**src/rtl/spi_target_arbiter.sv**
```systemverilog
// Shares one parallel SPI byte port among NUM_TARGETS HLE targets and merges their mode-fault requests.
// Optional per-target byte counters are enabled by defining SPI_ARB_STATS_EN.
module spi_target_arbiter #(
  parameter int NUM_TARGETS  = 2,
  parameter int IDLE_TIMEOUT = 4095
) (
  input  logic                     clk,
  input  logic                     reset,
  input  logic                     m_write,
  input  logic [7:0]               m_mosi,
  output logic [7:0]               m_miso,
  input  logic [NUM_TARGETS-1:0]   m_sel,
  output logic [NUM_TARGETS-1:0]   t_write,
  output logic [7:0]               t_mosi,
  input  logic [8*NUM_TARGETS-1:0] t_miso,
  input  logic [NUM_TARGETS-1:0]   t_mode_fault,
  output logic                     quirk_force_mode_fault,
  output logic                     busy,
  output logic [1:0]               owner,
  output logic                     err_collision,
  output logic                     err_nosel,
  output logic [15:0]              stat_count,
  input  logic [1:0]               stat_idx
);

  typedef enum logic {IDLE, OWNED} state_t;

  state_t                 state, state_nxt;
  logic [1:0]             owner_nxt, route;
  logic                   route_vld, owner_selected, owner_hit, issue;
  logic [11:0]            timeout, timeout_nxt;
  logic [NUM_TARGETS-1:0] owner_oh, src_oh, pending, pending_nxt, pending_low;
  logic                   quirk_nxt, coll_nxt, nosel_nxt;

  function automatic logic [1:0] lowest_set(input logic [NUM_TARGETS-1:0] v);
    logic [1:0] idx;
    idx = '0;
    for (int i = NUM_TARGETS - 1; i >= 0; i--)
      if (v[i]) idx = 2'(i);
    return idx;
  endfunction

  // Routing: owner keeps the port while its select is held, otherwise lowest requester wins
  always_comb begin
    owner_oh = '0;
    for (int k = 0; k < NUM_TARGETS; k++)
      owner_oh[k] = (owner == 2'(k));
    owner_selected = (state == OWNED) && |(m_sel & owner_oh);
    if (owner_selected) begin
      route     = owner;
      route_vld = 1'b1;
    end else begin
      route     = lowest_set(m_sel);
      route_vld = |m_sel;
    end
    t_mosi  = m_mosi;
    t_write = '0;
    m_miso  = 8'hFF;
    for (int k = 0; k < NUM_TARGETS; k++) begin
      if (route_vld && route == 2'(k)) begin
        m_miso     = t_miso[8*k +: 8];
        t_write[k] = m_write & ~reset;
      end
    end
  end

  always_comb begin
    state_nxt   = state;
    owner_nxt   = owner;
    timeout_nxt = timeout;
    coll_nxt    = 1'b0;
    nosel_nxt   = 1'b0;
    if (m_write) begin
      if (owner_selected) begin
        timeout_nxt = 12'(IDLE_TIMEOUT);
      end else if (|m_sel) begin
        state_nxt   = OWNED;
        owner_nxt   = route;
        timeout_nxt = 12'(IDLE_TIMEOUT);
        coll_nxt    = ($countones(m_sel) > 1);
      end else begin
        state_nxt = IDLE;
        nosel_nxt = 1'b1;
      end
    end else if (state == OWNED) begin
      if (!owner_selected || timeout == 12'd1) state_nxt = IDLE;
      else                                     timeout_nxt = timeout - 12'd1;
    end
  end

  // Fault source is the target that owns (or is just acquiring) the port this cycle
  always_comb begin
    src_oh = '0;
    if (m_write && !owner_selected && |m_sel) begin
      for (int k = 0; k < NUM_TARGETS; k++)
        src_oh[k] = (route == 2'(k));
    end else if (state == OWNED) begin
      src_oh = owner_oh;
    end
    pending_low = '0;
    for (int k = NUM_TARGETS - 1; k >= 0; k--)
      if (pending[k]) begin
        pending_low    = '0;
        pending_low[k] = 1'b1;
      end
    owner_hit   = |(t_mode_fault & src_oh);
    issue       = !owner_hit && (state == IDLE) && !quirk_force_mode_fault && |pending;
    pending_nxt = pending | (t_mode_fault & ~src_oh);
    if (issue) pending_nxt = pending_nxt & ~pending_low;
    quirk_nxt = owner_hit | issue;
  end

  always_ff @(posedge clk or posedge reset) begin
    if (reset) begin
      state                  <= IDLE;
      owner                  <= '0;
      timeout                <= '0;
      pending                <= '0;
      quirk_force_mode_fault <= 1'b0;
      err_collision          <= 1'b0;
      err_nosel              <= 1'b0;
    end else begin
      state                  <= state_nxt;
      owner                  <= owner_nxt;
      timeout                <= timeout_nxt;
      pending                <= pending_nxt;
      quirk_force_mode_fault <= quirk_nxt;
      err_collision          <= coll_nxt;
      err_nosel              <= nosel_nxt;
    end
  end

  assign busy = (state == OWNED);

`ifdef SPI_ARB_STATS_EN
  logic [15:0] cnt [NUM_TARGETS];
  logic [15:0] stat_sel;

  always_comb begin
    stat_sel = '0;
    for (int k = 0; k < NUM_TARGETS; k++)
      if (stat_idx == 2'(k)) stat_sel = cnt[k];
  end

  // Counters saturate rather than wrap so a long session never reads as a short one
  always_ff @(posedge clk or posedge reset) begin
    if (reset) begin
      for (int k = 0; k < NUM_TARGETS; k++) cnt[k] <= '0;
      stat_count <= '0;
    end else begin
      for (int k = 0; k < NUM_TARGETS; k++)
        if (t_write[k] && cnt[k] != 16'hFFFF) cnt[k] <= cnt[k] + 16'd1;
      stat_count <= stat_sel;
    end
  end
`else
  logic unused_stat_idx;
  assign unused_stat_idx = ^stat_idx;
  assign stat_count      = '0;
`endif

endmodule

```
**config.mk**
```make
export PLATFORM = sky130hd
export DESIGN_NAME = spi_target_arbiter
export DESIGN_NICKNAME = d
export VERILOG_FILES = /design/src/rtl/spi_target_arbiter.sv
export SDC_FILE = /design/constraint.sdc
export NUM_CORES = 1
export LEC_CHECK = 0
export ABC_AREA = 1
export CAP_MARGIN = 20
export CORE_MARGIN = 1.5
export CORE_UTILIZATION = 40
export CTS_CLUSTER_SIZE = 25
export DETAILED_ROUTE_END_ITERATION = 12
export GPL_TIMING_DRIVEN = 0
export HOLD_SLACK_MARGIN = 0.03
export PLACE_DENSITY = 0.8
export SLEW_MARGIN = 20
export SYNTH_ARGS = -nofsm -noshare
export SYNTH_HDL_FRONTEND = slang
export SYNTH_SLANG_ARGS = --single-unit
```
**constraint.sdc**
```tcl
create_clock -name clk -period 1.6 [get_ports clk]
set_input_delay 0.16 -clock clk [delete_from_list [all_inputs] [get_ports clk]]
set_output_delay 0.16 -clock clk [all_outputs]
set_load 0.01 [all_outputs]
```
== Yosys cells after proc, flatten, opt, wreduce, memory -nomap -nowiden ==
Cells that the tools add are included.

* Multiply operators: 0
* Reduce and logical (&&, ||, !) cells: 21
* Divide/modulo/power cells: 0
* Bitwise operators: 12
* Multiplexer cells: 29
* Shift operators: 0
* Add/subtract/negate cells: 2
* Equality and inequality tests: 6
* Magnitude comparators: 1

{| class="wikitable"
|+ Operators by type and width
! kind !! number
|-
| $mux 12 || 5
|-
| $mux 1 || 16
|-
| $mux 8 || 2
|-
| $eq 12x1->1 const B || 1
|-
| $mux 2 || 6
|-
| $sub 12x1->12 const B || 1
|-
| $and 2x2->2 || 4
|-
| $logic_and 1x1->1 || 8
|-
| $reduce_or 2->1 || 4
|-
| $reduce_and 3->1 || 2
|-
| $eq 2x1->1 const B || 2
|-
| $logic_not 2->1 || 2
|-
| $ne 2x2->1 const B || 2
|-
| $not 2->2 || 2
|-
| $logic_not 1->1 || 3
|-
| $ne 3x1->1 const B || 1
|-
| $not 1->1 || 3
|-
| $add 1x1->2 || 1
|-
| $gt 2x1->1 const B || 1
|-
| $or 2x2->2 || 1
|-
| $reduce_bool 2->1 || 1
|-
| $and 1x1->1 || 1
|-
| $logic_or 1x1->1 || 1
|-
| $or 1x1->1 || 1
|}

* Memories: 0
* Output and inout port bits: 40
* Memory bits (writable): 0
* Word-level logic and storage cells: 78
* Bits in latches: 0
* Bits in read-only memories: 0
* Input port bits: 33
* Register bits: 20

== Logic depth before layout (Yosys ltp) ==
* Depth in word-level cells: 15
* Depth in mapped cells: 9
* Depth with buffers taken out: 8

== Worst setup path before layout ==
Ideal clock, no wire load.

* Path kind: register -> output
* From: reg owner[1]
* To: out t_write[0]
* Arrival: 1.269 ns
* Cell stages (with the launch flop): 7
* Path buffers: 0
* Data required time: 1.440 ns
* Slack: 0.171 ns
* Cells stage by stage: dfrtp_1 > inv_1 > nand4_1 > nand2_1 > inv_2 > nand2_1 > nor3_1

* Longest elaborated chain between the ends: 8
* Elaborated cells on any way between the ends: 10
* Those cells by class: eq/ne: 1; mux: 3; bitwise: 1; reduce/logical: 5

{| class="wikitable"
|+ RTL lines
! item !! line !! RTL
|-
| from (decl) || 19 || <nowiki>output logic [1:0] owner,</nowiki>
|-
| from (signal assigned) || 124 || <nowiki>owner <= owner_nxt;</nowiki>
|-
| $eq 2x1->1 / $logic_not 2->1 (equally long branches) || 47 || <nowiki>owner_oh[k] = (owner == 2'(k));</nowiki>
|-
| $and 2x2->2 || 48 || <nowiki>owner_selected = (state == OWNED) && |(m_sel & owner_oh);</nowiki>
|-
| $reduce_or 2->1 || 48 ||
|-
| $logic_and 1x1->1 || 48 ||
|-
| $mux 2 || 49 || <nowiki>if (owner_selected) begin</nowiki>
|-
| $logic_not 2->1 || 60 || <nowiki>if (route_vld && route == 2'(k)) begin</nowiki>
|-
| $logic_and 1x1->1 * || 60 ||
|-
| $mux 1 * || 60 ||
|-
| to (decl) || 13 || <nowiki>output logic [NUM_TARGETS-1:0] t_write,</nowiki>
|}

Mark *: on every way between the ends. The rest lies on a longest branch, timed or not.

== Worst setup path after layout ==
* From: reg owner[1]
* To: out m_miso[4]

* Longest elaborated chain between the ends: 9
* Elaborated cells on any way between the ends: 13
* Those cells by class: eq/ne: 2; mux: 4; bitwise: 1; reduce/logical: 6

{| class="wikitable"
|+ RTL lines
! item !! line !! RTL
|-
| $eq 2x1->1 / $logic_not 2->1 (equally long branches) || 47 ||
|-
| $and 2x2->2 || 48 ||
|-
| $reduce_or 2->1 || 48 ||
|-
| $logic_and 1x1->1 || 48 ||
|-
| $mux 2 || 49 ||
|-
| $logic_not 2->1 || 60 ||
|-
| $logic_and 1x1->1 || 60 ||
|-
| $mux 8 || 60 ||
|-
| $mux 8 * || 60 ||
|-
| to (decl) || 11 || <nowiki>output logic [7:0] m_miso,</nowiki>
|}

Marked as above.

==> flow_metrics.env <==
export IMPL_p_per_area_mw_per_mm2=828
export IMPL_vias=1473
export IMPL_hpwl_microns=2440
export IMPL_num_io_pins=73
export IMPL_cpPeakStageDelay_ps=410
export IMPL_syn_avg_cell_area_sq_um=7.82
export IMPL_clk_latency_ps=310
export IMPL_fin_crit_sh_pct=109
export IMPL_clock_skew_ps=4.68
export IMPL_numClockSinks=20
export IMPL_synthSimpleGateAreaFrac_pct=26.8
export IMPL_synth_seq_area_share_pct=34.4
export IMPL_fin_area_sq_mm=0.00222
export IMPL_slew_headroom_pct=50.8
export IMPL_finalHoldViolations=0
export IMPL_drc=0
export IMPL_maxCapViolations=0
export IMPL_placed_cell_area_sq_mm=0.00202
export IMPL_cts_root_buf="clkbuf_4"
export IMPL_clockBufferDepth=2
export IMPL_area_growth_synth_to_final_pct=52.5
export IMPL_synth_top_area_cell="dfrtp_1"
export IMPL_cts_buffers=3
export IMPL_cts_hold_buf=0
export IMPL_hold_path_class="in -> reg"
export IMPL_io_buffers=45
export IMPL_drtAntennaViolNets=0
export IMPL_fp_dieH_microns=63.3
export IMPL_cts_tree="built"
export IMPL_endpoint_kind="output pin"
export IMPL_drive_gt1_share_pct=32.1
export IMPL_synth_distinct_cells=25
export IMPL_nets=302
export IMPL_grt_max_degree=21
export IMPL_violations="setup timing"
export IMPL_gp_congestion=0.844
export IMPL_drtPass1Iterations=4
export IMPL_synth_xor_area_share_pct=4.22
export IMPL_layout_min_cycle_time_ps=1750
export IMPL_clk_pin_slew_ps=110
export IMPL_setup_viol=10
export IMPL_start_util_pct=42.6
export IMPL_grt_pass1_wl_microns=5490
export IMPL_die_x_microns=63.3
export IMPL_rows=21
export IMPL_start_kind="register"
export IMPL_synth_area_top_cells="dfrtp_1 34%, buf_4 13%, nand2_1 8.0%"
export IMPL_coreArea_sq_mm=0.00342
export IMPL_ir_worst_vdd_uv=431
export IMPL_leakage_nw=1.09
export IMPL_synthAdderAreaFrac_pct=1.72
export IMPL_fp_dieArea_sq_mm=0.00401
export IMPL_grt_overflow_total=0
export IMPL_htree_num_levels=1
export IMPL_tightest_slew_ps=737
export IMPL_n_antenna_cell=0
export IMPL_ys_ff_latch=20
export IMPL_status="finished with violations"
export IMPL_grt_pass1_vias=1334
export IMPL_stdcell_count=311
export IMPL_critical_path_class="reg -> out"
export IMPL_syn_inst=186
export IMPL_wl_microns=3550
export IMPL_grt_usage_pct=16.7
export IMPL_cp_cell_sequence="inv_2 > nand4_1 > nand2_2 > clkinvlp_4 > o22a_1 > buf_2"
export IMPL_crit_fanout=5
export IMPL_muxShareOfSynthArea_pct=0
export IMPL_worstPathRequired_ps=1440
export IMPL_arrival_ps=1590
export IMPL_fmax_mhz=572
export IMPL_worst_path_max_delay_cell="dfrtp_1"
export IMPL_fin_hold_ws_ps=163
export IMPL_rrSetupSlack_ps=60
export IMPL_grt_setup_unrepaired="true"
export IMPL_synth_top_area_share_pct=34.4
export IMPL_finalWorstSetupSlack_ps=-149
export IMPL_vias_per_cell=4.74
export IMPL_wire_per_inst_microns=11.4
export IMPL_antenna_found_initial=0
export IMPL_synth_top_family_by_area="simple AND/OR/NAND/NOR gates"
export IMPL_synth_warning_count=0
export IMPL_finalPower_mw=1.84
export IMPL_maxSlewViolCount=0
export IMPL_synth_compound_area_share_pct=12.6
export IMPL_placed_cells=292
export IMPL_drt_iter0_markers=54
export IMPL_synthesis_area_sq_mm=0.00145
-- sequential cells by signal (all words and copies together), names as in the netlist --
register                cells
busy                        1
err_collision               1
err_nosel                   1
owner                       2
pending                     2
quirk_force_mode_fault      1
timeout                    12
-- cell usage after synthesis (all sizes together) --
cell     n
a21o     1
a31oi    1
buf     27
conb     1
dfrtp   20
ha       2
inv     21
nand2   32
nand3   17
nand3b   2
nand4    7
nor2    22
nor3     2
o21ai   16
o22a     8
xnor2    1
xor2     6
-- stage by stage --
stage	util, %	setup WS, ps	TNS [ps]
after floorplan	-	171	0
after global placement	59.1	-655	-7550
after detailed placement	59.1	-627	-7340
after CTS	60.3	-141	-861
after global routing	64.9	-200	-1570
final	64.9	-149	-840
-- worst max-delay path, delay by kind of cell, from the launching register on --
| kind | cells | cell delay (ps) |
|---|---|---|
| AO/OA/AOI/OAI | 1 | 220 |
| buffers and inverters | 3 | 360 |
| flip-flops | 1 | 410 |
| AND/OR/NAND/NOR | 2 | 290 |
-- final cells by class --
cell class | instances | area (sq um)
Multi-Input combinational cell | 134 | 798
Buffer | 27 | 214
Sequential cell | 20 | 503
Inverter | 21 | 83.8
Tap cell | 46 | 57.6
Timing Repair Buffer | 59 | 531
Timing Repair inverter | 1 | 7.51
Fill cell | 299 | 1200
Clock buffer | 3 | 22.5
-- routing by layer --
layer  GRT usage, %  vias to the layer above  routed length (microns)
li1               -                      736                        -
met4           5.71                        0                       48
met2           30.1                       78                     1780
met1           21.2                      654                     1440
met3           1.07                        5                      279
met5              0                        -                        0
-- layout by cell type, fill, tap and decap left out, drive strengths merged --
| cell type | n |
|---|---|
| buf | 50 |
| nand2 | 33 |
| clkdlybuf4s50 | 32 |
| nor2 | 22 |
| inv | 21 |
| dfrtp | 20 |
| nand3 | 17 |
| conb | 16 |
| o21ai | 16 |
| o22a | 8 |
| nand4 | 7 |
| xor2 | 6 |
| clkbuf | 4 |
| dlymetal6s2s | 3 |
| nand3b | 2 |
| ha | 2 |
| nor3 | 2 |
| xnor2 | 1 |
| a21o | 1 |
| a31oi | 1 |
| clkinvlp | 1 |
-- final timing paths --
path                                 start       endpoint  depth (start not counted)
worst max-delay path              owner[1]      m_miso[4]                          6
worst min-delay path              m_sel[1]  err_collision                          3
worst max register to register  timeout[6]     timeout[8]                          7
worst min register to register  pending[0]     pending[0]                          2
max in group asynchronous            reset     timeout[5]                          2
min in group asynchronous            reset     timeout[4]                          2
-- kinds of logic (layout without fill, tap and decap cells) --
| logic type | after synthesis | after routing |
|---|---|---|
| simple gates | 82 | 83 |
| other cells | 1 | 16 |
| flops | 20 | 20 |
| fa+ha+maj | 2 | 2 |
| compound gates | 26 | 26 |
| buf+inv | 48 | 111 |
| xor+xnor | 7 | 7 |
-- repair_timing --
| item | in CTS | in global routing |
|---|---|---|
| resized for setup | 46 | 22 |
| pin swaps | 3 | 13 |
| buffers inserted | 5 | 9 |
| setup endpoints to repair | 10 | 24 |
| cloned | 2 | 1 |
-- report_power, final --
part / switching [mW] / leakage (nW) / internal (mW)
Clock: 0.157 / 0.0138 / 0.0880
Combinational: 0.448 / 0.855 / 0.434
Sequential: 0.0902 / 0.225 / 0.619
No activity file was read; power rests on OpenSTA's default activity.
